`config.mk`:
```
export PLATFORM = sky130hd
export DESIGN_NAME = fire_encoder
export DESIGN_NICKNAME = d
export VERILOG_FILES = /design/src/rtl/fire_pkg.sv /design/src/rtl/fire_lfsr.sv /design/src/rtl/fire_encoder.sv
export SDC_FILE = /design/constraint.sdc
export NUM_CORES = 1
export LEC_CHECK = 0
export CORE_MARGIN = 2
export CORE_UTILIZATION = 51
export CTS_CLUSTER_DIAMETER = 80
export CTS_CLUSTER_SIZE = 28
export DETAILED_ROUTE_END_ITERATION = 7
export GPL_ROUTABILITY_DRIVEN = 0
export PLACE_DENSITY_LB_ADDON = 0.1
export RECOVER_POWER = 100
export SYNTH_ARGS = -nofsm -noshare
export SYNTH_HDL_FRONTEND = slang
export SYNTH_SLANG_ARGS = --single-unit
```
`constraint.sdc`:
```
create_clock -name clk -period 6.26 [get_ports clk]
set_input_delay 1.565 -clock clk [delete_from_list [all_inputs] [get_ports clk]]
set_output_delay 1.565 -clock clk [all_outputs]
set_load 0.02 [all_outputs]
```
`src/rtl/fire_pkg.sv`:
```
// -----------------------------------------------------------------------------
// fire_pkg
// Shared definitions for the Fire code encoder/decoder path.
// Contents:
//   FIRE_N, FIRE_K, FIRE_R  default codeword, message and parity lengths
//   FIRE_GEN_POLY           g(x) = (x^15+1)(x^9+x^4+1) coefficients below x^R
//   fire_state_e            control state encoding shared by encoder and decoder
// -----------------------------------------------------------------------------
package fire_pkg;

    localparam int FIRE_N = 64;
    localparam int FIRE_K = 40;
    localparam int FIRE_R = FIRE_N - FIRE_K;

    // x^24 + x^19 + x^15 + x^9 + x^4 + 1, leading x^24 term implicit.
    localparam logic [FIRE_R-1:0] FIRE_GEN_POLY = 24'h088211;

    typedef enum logic [1:0] {
        IDLE   = 2'd0,
        SHIFT  = 2'd1,
        DONE   = 2'd2,
        SERIAL = 2'd3
    } fire_state_e;

endpackage

```
`src/rtl/fire_lfsr.sv`:
```
// -----------------------------------------------------------------------------
// fire_lfsr
// Generic R-bit Galois LFSR that divides the serial input stream (MSB first)
// by g(x). After shifting in message m(x), the register holds m(x)*x^R mod g(x).
// Ports:
//   clk     clock
//   rst     asynchronous active-high reset, clears the remainder
//   clear   synchronous clear (wins over shift)
//   shift   advance one bit, consuming bit_in
//   bit_in  next message bit
//   rem     current remainder
// -----------------------------------------------------------------------------
module fire_lfsr
    import fire_pkg::*;
#(
    parameter int            R        = FIRE_R,
    parameter logic [R-1:0]  GEN_POLY = R'(FIRE_GEN_POLY)
) (
    input  logic         clk,
    input  logic         rst,
    input  logic         clear,
    input  logic         shift,
    input  logic         bit_in,
    output logic [R-1:0] rem
);

    logic [R-1:0] rem_q;
    logic [R-1:0] rem_d;
    logic         fb;

    always_comb begin
        // NOTE: every always_comb output gets a default first so no path leaves it unassigned (no latch).
        rem_d = rem_q;
        fb    = bit_in ^ rem_q[R-1];
        if (clear) begin
            rem_d = '0;
        end else if (shift) begin
            rem_d = {rem_q[R-2:0], 1'b0} ^ (fb ? GEN_POLY : '0);
        end
    end

    always_ff @(posedge clk or posedge rst) begin
        // NOTE: sequential state uses non-blocking assignments so every flop samples pre-edge values.
        if (rst) begin
            rem_q <= '0;
        end else begin
            rem_q <= rem_d;
        end
    end

    assign rem = rem_q;

endmodule

```
`src/rtl/fire_encoder.sv`:
```
// -----------------------------------------------------------------------------
// fire_encoder
// Systematic serial Fire code encoder. A K-bit message is shifted MSB-first
// through fire_lfsr; the codeword {message, parity} is then presented in
// parallel, and optionally serialised MSB-first.
// Build option: define FIRE_ENC_SERIAL_OUT_EN to add the SERIAL state and the
// ser_out/ser_valid ports. Without it, DONE returns straight to IDLE.
// Ports:
//   clk, rst   clock, asynchronous active-high reset
//   start      encode request, sampled only in IDLE
//   data_in    K-bit message, latched on an accepted start
//   busy       high in every state except IDLE
//   done       one-cycle pulse when codeword becomes valid
//   count      bits processed in the current phase
//   codeword   {message, parity}, held until the next accepted start
//   ser_out    serial codeword bit (option only)
//   ser_valid  ser_out qualifier (option only)
// -----------------------------------------------------------------------------
module fire_encoder
    import fire_pkg::*;
#(
    parameter int              N        = FIRE_N,
    parameter int              K        = FIRE_K,
    parameter logic [N-K-1:0]  GEN_POLY = FIRE_GEN_POLY
) (
    input  logic         clk,
    input  logic         rst,
    input  logic         start,
    input  logic [K-1:0] data_in,
    output logic         busy,
    output logic         done,
    output logic [7:0]   count,
    output logic [N-1:0] codeword
`ifdef FIRE_ENC_SERIAL_OUT_EN
    ,
    output logic         ser_out,
    output logic         ser_valid
`endif
);

    localparam int R = N - K;

    fire_state_e  state_q;
    logic [K-1:0] msg_q;
    logic [7:0]   count_q;
    logic         busy_q;
    logic         done_q;
    logic [N-1:0] codeword_q;
    logic [R-1:0] parity;
    logic [K-1:0] msg_sh;
    logic         lfsr_clear;
    logic         lfsr_shift;

    // Message bit K-1-count selected by shifting instead of a computed index.
    assign msg_sh     = msg_q << count_q;
    assign lfsr_clear = (state_q == IDLE) && start;
    assign lfsr_shift = (state_q == SHIFT);

    fire_lfsr #(
        .R        (R),
        .GEN_POLY (GEN_POLY)
    ) u_lfsr (
        .clk    (clk),
        .rst    (rst),
        .clear  (lfsr_clear),
        .shift  (lfsr_shift),
        .bit_in (msg_sh[K-1]),
        .rem    (parity)
    );

`ifdef FIRE_ENC_SERIAL_OUT_EN
    logic         ser_out_q;
    logic         ser_valid_q;
    logic [N-1:0] cw_sh;

    assign cw_sh = codeword_q << count_q;
`endif

    always_ff @(posedge clk or posedge rst) begin
        if (rst) begin
            state_q    <= IDLE;
            msg_q      <= '0;
            count_q    <= '0;
            busy_q     <= 1'b0;
            done_q     <= 1'b0;
            codeword_q <= '0;
`ifdef FIRE_ENC_SERIAL_OUT_EN
            ser_out_q   <= 1'b0;
            ser_valid_q <= 1'b0;
`endif
        end else begin
            done_q <= 1'b0;
            case (state_q)
                IDLE: begin
                    if (start) begin
                        msg_q   <= data_in;
                        count_q <= '0;
                        busy_q  <= 1'b1;
                        state_q <= SHIFT;
                    end
                end
                SHIFT: begin
                    count_q <= count_q + 8'd1;
                    if (count_q == 8'(K - 1)) begin
                        state_q <= DONE;
                    end
                end
                DONE: begin
                    codeword_q <= {msg_q, parity};
                    done_q     <= 1'b1;
                    count_q    <= '0;
`ifdef FIRE_ENC_SERIAL_OUT_EN
                    state_q    <= SERIAL;
`else
                    busy_q     <= 1'b0;
                    state_q    <= IDLE;
`endif
                end
`ifdef FIRE_ENC_SERIAL_OUT_EN
                SERIAL: begin
                    // count 0..N-1 emits bits; the extra pass at count==N retires
                    // the last bit so busy stays high while it is on the wire.
                    if (count_q == 8'(N)) begin
                        ser_out_q   <= 1'b0;
                        ser_valid_q <= 1'b0;
                        count_q     <= '0;
                        busy_q      <= 1'b0;
                        state_q     <= IDLE;
                    end else begin
                        ser_out_q   <= cw_sh[N-1];
                        ser_valid_q <= 1'b1;
                        count_q     <= count_q + 8'd1;
                    end
                end
`endif
                default: begin
                    busy_q  <= 1'b0;
                    count_q <= '0;
                    state_q <= IDLE;
                end
            endcase
        end
    end

    assign busy     = busy_q;
    assign done     = done_q;
    assign count    = count_q;
    assign codeword = codeword_q;
`ifdef FIRE_ENC_SERIAL_OUT_EN
    assign ser_out   = ser_out_q;
    assign ser_valid = ser_valid_q;
`endif

endmodule

```
==> impl_summary.md <==
Worst setup path
Along the worst path, the maximum fanout reaches 59. The critical path class is input pin to flip-flop. In this run the critical register-to-register path is launched from state_q[1]$_DFFE_PP0P_. Counting both buffers and inverters, the worst setup path holds a total of 1.

In this run the critical register-to-register path is captured at codeword[30]$_DFFE_PP0P_. The startpoint kind of the worst setup timing path is an input pin. STA puts the critical path data required time at 6.43 ns. The slowest stage cell on the critical path is and2_0. The number of cell instances on the worst register-to-register path is 3.

At the worst endpoint, the arrival time is 4.59 ns. Setup slack on the worst reg-to-reg path comes out at 1.88 ns. The delay of the slowest cell on the worst path is between 2 and 2.5 ns. The signal on the critical path passes through dlygate4sd3_1, and2_0, o21ai_0. The category of cells accounting for the largest share of critical-path delay is simple AND/OR/NAND/NOR gates. The worst setup path is captured at a flip-flop.

Detailed routing
In the routed layout, each cell is associated on average with a via count of 5.366. The average detailed-routed wire length per instance is 15.99 µm. The detail route stage leaves a number of antenna-violating nets equal to 0.

The total via count in the routed design is 4116. The count of TritonRoute iterations in the first routing pass is 5. After detailed routing, the number of remaining DRC violations is 0.

After the first detailed-routing iteration, the DRC count stood at 201. The post-detailed-routing wire length is 12.27 mm.

Run
The count of maximum capacitance violations is 4.

Timing
The final setup skew is 0.005247 ns. The actual slew at the worst max-slew pin is 2.897 ns. The final count of negative-setup-slack endpoints is 0. The peak clock frequency supported by timing is 226.4 MHz. The worst-case hold slack is 0.4947 ns. In the finished design, the share of the clock period the worst path needs comes to 70.55%. The final max-slew violation count came to around 180. The final number of hold-violating endpoints is 0. The shortest clock period the worst path allows after layout is roughly 4.4 ns. Adding up every negative setup slack in the final design gives 0 ns.

The worst slew margin relative to its limit is -93.14%. Setup repair after global routing left no endpoint under its margin.

Global routing
The overall global routing resource usage is a little over a fifth. The first global-routing pass estimated 20.35 mm of wire. The largest net degree at the start of global routing is 97.

The via count of the first global-routing pass is 4068. Summed over all layers, the global routing overflow is 0. The initial antenna violation count is 0.

Floorplanning
In this run the count of I/O pins placed on the die edge is about 120. The total area inside the core boundary comes to 10980 µm². The die is roughly 110 µm tall.

After floorplanning, the core was divided into 38 placement rows. The starting density of the core is 52.93%. The overall die area is about 12000 µm². The width of the chip is 110.8 µm.

Logic synthesis
The most frequently used flop master after synthesis is dfrtp_1. The share of synthesized registers carrying an async set or reset is 100.0%. The number of enable-type register cells in the synthesized netlist is 0. The share of the yosys chip area belonging to registers is between 60% and 70%. The post-synthesis net count is 553. The post-synthesis average cell area is 11.42 µm². The count of warnings emitted by yosys is 0.

The synthesized netlist contains 38 unique library cells. Counting flops and latches in the post-synthesis netlist gives between 100 and 150. Synthesis handed over a netlist of 509 instances. The cell area that synthesis handed to floorplanning was roughly 5800 µm².

Worst hold path
The endpoint of the worst hold-timing path is msg_q[23]$_DFFE_PP0P_. The hold path startpoint is msg_q[23]$_DFFE_PP0P_. The count of cells along the worst hold path is 2.

The path class of the tightest hold or removal check is flip-flop to flip-flop.

Layout
The proportion of layout cells with a drive suffix above 1 is 17.22%. The total inserted antenna cells is 0. The area added between synthesis and finish is 30.35%. After the last flow step, the layout net total stands at 658.

Power
The sum of internal, switching and leakage power is 0.002200 W. IR analysis of the VDD net gives a maximum drop of 0.0002617 V. In this run the static leakage power is 3.628 nW. The power density relative to cell area is approximately 290 nW/µm².

Status
The flow ran to the end, but the final reports show violations. The checks that failed: capacitance limit, slew limit.

CTS
The maximum buffer depth of the clock tree is 2. The clock sink count is 140. The clock tree from TritonCTS is yes.

The clock slew seen by the registers of the worst setup and hold paths is 0.05 ns. After clock tree synthesis, the setup repair step added 0 buffers. The clock insertion delay at the later pin of the skew report is 0.42 ns. In this run, post-CTS hold repair placed 0 buffers.

The tree is rooted in a clkbuf_16. The number of clock buffers inserted by TritonCTS is 17. The H-tree was split into 4 levels. The number of cells upsized or downsized after cts is 0.

Placed design
Detailed placement finished with a half-perimeter wire length of 7.823 mm. Input and output buffers added on the ports amount to 116.
[layout by cell type (no fill, tap or decap), types with 3 or more instances in the layout]
cell type	instances
nand2_1	167
dfrtp_1	140
dlygate4sd3_1	76
mux2_2	66
clkdlybuf4s50_1	40
o21ai_0	36
clkbuf_16	17
xnor2_1	8
clkinv_2	8
nand3_1	7
mux2i_1	6
nor2_1	5
clkbuf_8	5
mux4_1	4
mux4_2	4
nor2b_1	3
a31oi_1	3
clkbuf_1	3
buf_4	3
[Yosys cell counts, drive strengths merged, types with 2 or more instances]
| cell type | n | share of area, % |
|---|---|---|
| clkbuf | 22 | 1.4 |
| xor2 | 2 | 0.30 |
| nand2 | 168 | 11 |
| buf | 12 | 1.1 |
| nor2 | 5 | 0.32 |
| mux2 | 66 | 13 |
| o31ai | 2 | 0.26 |
| nand3 | 7 | 0.60 |
| and3 | 2 | 0.24 |
| xnor2 | 8 | 1.2 |
| inv | 2 | 0.13 |
| mux4 | 8 | 3.4 |
| o21ai | 36 | 3.1 |
| dfrtp | 140 | 60 |
| nor4 | 3 | 0.58 |
| nor2b | 3 | 0.32 |
| nor3 | 2 | 0.17 |
| nand4 | 2 | 0.22 |
| mux2i | 6 | 1.0 |
| a31oi | 3 | 0.32 |
[routing by layer]
layer	up-vias	global-route usage, %	share of wire [%]
li1	1922	-	-
met1	2066	27.37	44
met2	116	33.29	49
met3	12	5.905	5.3
met4	0	7.500	1.5
met5	-	0	0
[metrics by stage]
| stage | instances | utilization (%) | instance area [µm²] | worst slack, ns |
|---|---|---|---|---|
| after detailed placement | 735 | 64.19 | 7051 | 2.891 |
| after global routing | 767 | 68.99 | 7577 | 1.375 |
| final | 767 | 68.99 | 7577 | 1.843 |
| after CTS | 767 | 69.13 | 7592 | 2.624 |
| after global placement | 735 | 64.19 | 7051 | 2.943 |
| after floorplan | 509 | - | 5813 | 0.9421 |
[area by class of cell]
class                   count  area, µm²
fillers                   823       3406
well taps                 140      175.2
multi-input cells         333       2157
inverters                   2      12.51
flip-flops and latches    140       3503
clock inverters             8      40.04
clock buffers              24      501.7
repair buffers            120       1187
[worst reg2reg max path, cell delays in order (launching register included)]
cell and delay [ns]:
dfrtp_1 0.42, nor2b_1 1.19, clkbuf_1 2.14, mux2_2 0.51
[kinds of logic (layout without fill, tap and decap cells)]
group | Yosys count | count (layout) | synth area share, %
buffers and inverters | 36 | 154 | 2.626
muxes | 80 | 80 | 17.18
adders and majority gates | 1 | 1 | 0.2152
DFF | 140 | 140 | 60.27
and+or+nand+nor | 197 | 197 | 14.01
xor gates and xnor gates | 10 | 10 | 1.507
AOI/OAI and AO/OA | 45 | 45 | 4.197
[where the power goes]
| part | switching [W] | leakage, nW | internal [W] |
|---|---|---|---|
| clock network | 0.000353 | 0.279 | 0.000552 |
| registers | 0.0000788 | 1.79 | 0.000979 |
| logic | 0.000117 | 1.56 | 0.000120 |
| total | 0.000549 | 3.63 | 0.00165 |
[flip-flops by register name (all words and copies together) (netlist names)]
name / cells
busy: 1
codeword: 64
count: 8
done: 1
msg_q: 40
state_q: 2
u_lfsr.rem: 24
[worst max path at each step]
| stage | from | to | slack (ns) | cells after the start |
|---|---|---|---|---|
| finish | start | u_lfsr.rem[18]$_DFFE_PP0P_ | 1.84 | 3 |
| global placement | start | u_lfsr.rem[16]$_DFFE_PP0P_ | 2.94 | 3 |
| floorplan | rst | busy$_DFFE_PP0P_ | 0.94 | 1 |
| detailed placement | start | u_lfsr.rem[18]$_DFFE_PP0P_ | 2.89 | 3 |
| CTS | count[0]$_DFFE_PP0N_ | count[0] | 2.62 | 1 |
| global route | start | u_lfsr.rem[21]$_DFFE_PP0P_ | 1.38 | 3 |
No activity file was read; power rests on OpenSTA's default activity.
